$ cat src/rtl/adres_yonlendirici.sv
// adres_yonlendirici
// Routes a single core load/store request to one of BOLGE_SAYISI slave
// regions. A region hits when (address & mask) == base, and the lowest index
// wins on overlap. One transaction is outstanding at a time. An unmapped
// address or a slave that exceeds ZAMAN_ASIMI cycles produces an error
// response.
//
// Ports
//   clk_i, rst_ni                 clock, asynchronous active-low reset
//   istek_*                       core request (valid/ready) with addr/write/data/byte-enables
//   yanit_*                       one-cycle response pulse to the core (data, error)
//   bolge_gecerli_o/hazir_i       one-hot slave request handshake
//   bolge_adres/yaz/veri/maske_o  latched request, shared by all slaves
//   bolge_yanit_gecerli_i/veri_i  per-slave response valid and packed read data
module adres_yonlendirici #(
  parameter int BOLGE_SAYISI = 2,
  parameter int ADRES_BIT    = 32,
  parameter int VERI_BIT     = 32,
  parameter logic [BOLGE_SAYISI*ADRES_BIT-1:0] BOLGE_TABAN = {32'h0000_0000, 32'h4000_0000},
  parameter logic [BOLGE_SAYISI*ADRES_BIT-1:0] BOLGE_MASKE = {32'h4000_0000, 32'h4000_0000},
  parameter int ZAMAN_ASIMI  = 255
) (
  input  logic                             clk_i,
  input  logic                             rst_ni,
  input  logic                             istek_gecerli_i,
  output logic                             istek_hazir_o,
  input  logic [ADRES_BIT-1:0]             istek_adres_i,
  input  logic                             istek_yaz_i,
  input  logic [VERI_BIT-1:0]              istek_veri_i,
  input  logic [VERI_BIT/8-1:0]            istek_maske_i,
  output logic                             yanit_gecerli_o,
  output logic [VERI_BIT-1:0]              yanit_veri_o,
  output logic                             yanit_hata_o,
  output logic [BOLGE_SAYISI-1:0]          bolge_gecerli_o,
  input  logic [BOLGE_SAYISI-1:0]          bolge_hazir_i,
  output logic [ADRES_BIT-1:0]             bolge_adres_o,
  output logic                             bolge_yaz_o,
  output logic [VERI_BIT-1:0]              bolge_veri_o,
  output logic [VERI_BIT/8-1:0]            bolge_maske_o,
  input  logic [BOLGE_SAYISI-1:0]          bolge_yanit_gecerli_i,
  input  logic [BOLGE_SAYISI*VERI_BIT-1:0] bolge_yanit_veri_i
);

  localparam int CW = $clog2(ZAMAN_ASIMI + 1);

  typedef enum logic [1:0] {BOSTA, ISTEK, YANIT} durum_t;
  durum_t durum, durum_n;

  logic [BOLGE_SAYISI-1:0] isabet, isabet_oh, sec;
  logic [VERI_BIT-1:0]     veri_sec;
  logic [CW-1:0]           sayac;
  logic                    hazir_sec, yanit_sec, zaman_doldu;
  logic                    kabul, tamam, asim;

  // Address decode; walking downward lets the lowest hit index overwrite.
  always_comb begin
    isabet    = '0;
    isabet_oh = '0;
    for (int i = 0; i < BOLGE_SAYISI; i++)
      isabet[i] = (istek_adres_i & BOLGE_MASKE[i*ADRES_BIT +: ADRES_BIT])
                  == BOLGE_TABAN[i*ADRES_BIT +: ADRES_BIT];
    for (int i = BOLGE_SAYISI - 1; i >= 0; i--)
      if (isabet[i]) begin
        isabet_oh    = '0;
        isabet_oh[i] = 1'b1;
      end
  end

  // Only the selected slave's handshake and data are observed.
  always_comb begin
    veri_sec = '0;
    for (int i = 0; i < BOLGE_SAYISI; i++)
      if (sec[i]) veri_sec = bolge_yanit_veri_i[i*VERI_BIT +: VERI_BIT];
  end

  assign hazir_sec     = |(bolge_hazir_i & sec);
  assign yanit_sec     = |(bolge_yanit_gecerli_i & sec);
  assign zaman_doldu   = (sayac >= CW'(ZAMAN_ASIMI - 1));
  assign istek_hazir_o = (durum == BOSTA);

  always_comb begin
    durum_n = durum;
    kabul   = 1'b0;
    tamam   = 1'b0;
    asim    = 1'b0;
    case (durum)
      BOSTA: if (istek_gecerli_i) begin
        kabul = 1'b1;
        if (|isabet) durum_n = ISTEK;
      end
      // Timeout takes priority over a handshake landing on the same edge:
      // the transaction is aborted before the slave owns it.
      ISTEK: if (zaman_doldu) begin
        asim    = 1'b1;
        durum_n = BOSTA;
      end else if (hazir_sec) begin
        durum_n = YANIT;
      end
      // A response on the timeout edge still completes normally.
      YANIT: if (yanit_sec) begin
        tamam   = 1'b1;
        durum_n = BOSTA;
      end else if (zaman_doldu) begin
        asim    = 1'b1;
        durum_n = BOSTA;
      end
      default: durum_n = BOSTA;
    endcase
  end

  always_ff @(posedge clk_i or negedge rst_ni) begin
    if (!rst_ni) begin
      durum           <= BOSTA;
      yanit_gecerli_o <= 1'b0;
      yanit_hata_o    <= 1'b0;
      yanit_veri_o    <= '0;
      bolge_gecerli_o <= '0;
      bolge_adres_o   <= '0;
      bolge_yaz_o     <= 1'b0;
      bolge_veri_o    <= '0;
      bolge_maske_o   <= '0;
      sec             <= '0;
      sayac           <= '0;
    end else begin
      durum           <= durum_n;
      yanit_gecerli_o <= 1'b0;
      yanit_hata_o    <= 1'b0;
      yanit_veri_o    <= '0;
      if (kabul) begin
        bolge_adres_o <= istek_adres_i;
        bolge_yaz_o   <= istek_yaz_i;
        bolge_veri_o  <= istek_veri_i;
        bolge_maske_o <= istek_maske_i;
        sec           <= isabet_oh;
        sayac         <= '0;
        if (!(|isabet)) begin
          yanit_gecerli_o <= 1'b1;
          yanit_hata_o    <= 1'b1;
        end
      end else if (durum != BOSTA && sayac != {CW{1'b1}}) begin
        sayac <= sayac + CW'(1);
      end
      // Request valid lives exactly as long as the ISTEK state.
      if (durum_n != ISTEK)  bolge_gecerli_o <= '0;
      else if (kabul)        bolge_gecerli_o <= isabet_oh;
      if (tamam) begin
        yanit_gecerli_o <= 1'b1;
        yanit_veri_o    <= bolge_yaz_o ? '0 : veri_sec;
      end
      if (asim) begin
        yanit_gecerli_o <= 1'b1;
        yanit_hata_o    <= 1'b1;
      end
    end
  end

endmodule

$ cat config.mk
export PLATFORM = sky130hd
export DESIGN_NAME = adres_yonlendirici
export DESIGN_NICKNAME = d
export VERILOG_FILES = /design/src/rtl/adres_yonlendirici.sv
export SDC_FILE = /design/constraint.sdc
export NUM_CORES = 1
export LEC_CHECK = 0
export ABC_AREA = 1
export ABC_CLOCK_PERIOD_IN_PS = 4300
export BUFFER_PORTS_ARGS = -buffer_cell sky130_fd_sc_hd__buf_2
export CORE_ASPECT_RATIO = 1.75
export CORE_UTILIZATION = 35
export CTS_BUF_LIST = sky130_fd_sc_hd__clkbuf_4
export CTS_CLUSTER_SIZE = 30
export DETAILED_ROUTE_END_ITERATION = 8
export PLACE_DENSITY_LB_ADDON = 0.3
export SYNTH_ARGS = -nofsm -noshare
export SYNTH_HDL_FRONTEND = slang
export SYNTH_SLANG_ARGS = --single-unit
$ cat constraint.sdc
create_clock -name clk_i -period 4.3 [get_ports clk_i]
set_input_delay 0.215 -clock clk_i [delete_from_list [all_inputs] [get_ports clk_i]]
set_output_delay 0.215 -clock clk_i [all_outputs]
set_load 0.05 [all_outputs]
==> results.txt <==
Status - finished clean
Clock Sinks - 116
Post-route setup slack - 1.15 ns
Vias in the first global route - 5104
Layout Nets - 1029
Crit-path most repeated cell - nor2_2
Buf/Inv on CP - 1
Min-delay worst type - in2reg
Initial antenna violation count - 1
Hold Path Sink - yanit_veri_o[16]
Highest routed metal layer - met4
Async set or reset register ratio after synthesis - 100%
Critical path endpoint category - flip-flop
Post-Synth XOR/XNOR Area - 0.368%
DP HPWL - 8950 um
Post-CTS Resized - 0
Metal3 WL - 905 um
Cell taking the most area after synthesis - dfrtp_1
DIE HEIGHT - 156 um
Hold Path Cell Cnt - 3
Average vias per placed instance - 4.58
Clock transition at path regs - 0.11 ns
RePlAce Congestion - 0.746
WP data arrival - 3.57 ns
Area grow syn2layout - 62.4%
Worst skew pair latency - 0.50 ns
Overall Global Routing Usage - 21.6%
# IOs - 246
Final hold vios - 0
Grt ovf - 0
Power Density - 719 nW/um^2
Post-Syn Area - 4760 um^2
Fin. max-slew vios - 0
Routed length on met1 - 5320 um
Drc violations - 0
Sequential area share after synthesis - 61.0%
Post-synth top cells - 234 x nand2_1, 116 x dfrtp_1, 32 x a22oi_1, 31 x nor2_2, 18 x inv_1
Slew of the pin with the lowest slew margin - 1.32 ns
Ys Warns - 0
Critical Path RT - 4.73 ns
Clk_skew - 0.0304 ns
Gate count of the mapped netlist - 509
Area of the die - 14100 um^2
Top cell type's share of synthesized area - 61.0%
Main combinational cell family by area after synthesis - simple AND/OR/NAND/NOR gates
Synth area leaders - dfrtp_1 61%, nand2_1 18%, a22oi_1 5.1%
Post-Synth Adder-Cell Area - 1.58%
DR pass1 iterations - 5
Routed WL - 15000 um
RR Endpoint - yanit_veri_o[9]
Leak pwr - 4.21 nW
Final setup viols - 0
# rows - 56
Flops & latches, synth - 116
HP Start - bolge_yanit_veri_i[48]
First-pass GRT wire length - 24100 um
Setup WS pre-CTS - 1.79 ns
Share of cells above drive strength 1 - 35.6%
Total of max-cap violations - 0
EDFF count, synth - 0
Mux cell area share after synthesis - 0%
H-tree depth - 4
FMAX - 318 MHz
Crit-path leading delay family - simple AND/OR/NAND/NOR gates
FF-to-FF path depth - 4
CP max-delay cell - nor2_2
DR vias - 4906
Port buffer count - 245
Crit path cell chain - nor2_2 -> a22oi_1 -> dlygate4sd3_1 -> nor2_2
ANT nets after route - 0
Area of the core - 13300 um^2
Setup CP Type - reg2reg
WL/cell - 14.0 um
Slew HR - 11.9%
Startpoint Class - flip-flop
Met2 wire len - 8230 um
Clk root buf - clkbuf_4
Most common cell in the netlist - nand2_1
CTS Buffer Depth - 2
CTS Buf Count - 17
Simple-gate area share of the yosys netlist - 25.3%
Die W - 90.1 um
Min cycle time layout - 3.15 ns
Peak fanout along the critical path - 36
Post-Syn Area per Cell - 9.34 um^2
Initial core utilization - 35.7%
R2r startpoint - sec[1]
Largest net degree at the start of global routing - 86
Compound-gate portion of the synthesized area - 6.97%
Number of distinct library cells after synthesis - 27
Post-synth top flop - dfrtp_1
Post-synth net total - 655
RSZ-0062 raised after global routing - false
# fillers - 1121
Starting DRT DRC Count - 251
Setup TNS - 0 ns
R2R setup slack - 1.15 ns
Largest stage delay on the critical path - 1.24 ns
Max IR drop VDD - 0.470 mV
CTS tree - yes
Crit share post-route - 73.2%
final cells by class:
class	count	area, um^2	share of cell area [%]
clock inverters	13	158	2.04
inverters	20	75.1	0.972
multi-input cells	346	1630	21.1
flip-flops and latches	116	2900	37.6
well taps	174	218	2.82
diodes	1	2.50	0.0324
clock buffers	19	143	1.85
repair buffers	382	2590	33.6
cell families (layout without fill, tap and decap cells):
kind of cell / Yosys count / after routing
and+or+nand+nor: 289 / 289
DFF: 116 / 116
AOI/OAI and AO/OA: 49 / 49
buffers and inverters: 47 / 434
adders and majority gates: 6 / 6
xor gates and xnor gates: 2 / 2
other: 0 / 1
power by group:
part	switching [mW]	internal (mW)	total, mW
Combinational	2.16	0.843	3.00
Sequential	0.258	1.45	1.71
Clock	0.425	0.414	0.839
Total	2.84	2.71	5.55
layout by cell type (no fill, tap or decap), types with 3 or more instances in the layout:
cell type and n:
nand2_1 233, ha_1 6, inv_1 18, nand3_1 5, dlygate4sd3_1 135, dfrtp_1 116
nor2_1 9, bufinv_16 3, nor3_1 3, a22oi_1 32, a21oi_1 6, clkinvlp_4 4
o21ai_0 7, buf_4 3, nor2_2 32, clkbuf_4 19, clkinv_2 4, nand2_2 4
buf_2 244
metal layers:
metal  global-route usage, %  vias up
met5                       0        -
met3                    6.19       39
met1                    22.3     2303
li1                        -     2340
met2                    39.9      224
met4                    10.4        0
worst min-delay path: cells and delay by family:
kind / cells / cell delay [ns]
compound gates: 1 / 0.09
simple gates: 1 / 0.10
buf+inv: 1 / 0.11
registers in the layout, summed over array words and instances, names as in the netlist:
signal           count
bolge_gecerli_o      2
sec                  1
bolge_veri_o        32
sayac                8
durum                2
yanit_gecerli_o      1
bolge_yaz_o          1
bolge_adres_o       32
bolge_maske_o        4
yanit_hata_o         1
yanit_veri_o        32
worst max-delay path by stage:
stage,depth (start not counted),start,slack [ns],end
final,4,sec[1],1.15,yanit_veri_o[9]
after global routing,4,sec[1],0.95,yanit_veri_o[9]
after CTS,4,sec[1],1.25,yanit_veri_o[13]
after detailed placement,3,sec[1],1.79,yanit_veri_o[13]
after global placement,3,sec[1],1.94,yanit_veri_o[26]
after floorplan,7,durum[1],2.42,sayac[3]
metrics by stage:
step / instances / cell area, um^2 / power (mW) / utilization (%) / hold WS (ns)
6_report: 1071 / 7720 / 5.55 / 58.0 / 0.0609
4_1_cts: 1070 / 7720 / 5.57 / 58.0 / 0.00996
3_5_place_dp: 903 / 6070 / 4.43 / 45.6 / 0.413
5_1_grt: 1071 / 7720 / 5.89 / 58.0 / 0.0110
2_1_floorplan: 509 / 4760 / 3.76 / - / -0.0806
3_3_place_gp: 903 / 6070 / 4.37 / 45.6 / 0.409
what timing repair did:
action | CTS | global route
hold buffers | 135 | 0
hold endpoints to repair | 188 | 0
buffers inserted | 0 | 0
Note: power is estimated with default switching activity, not from simulation.
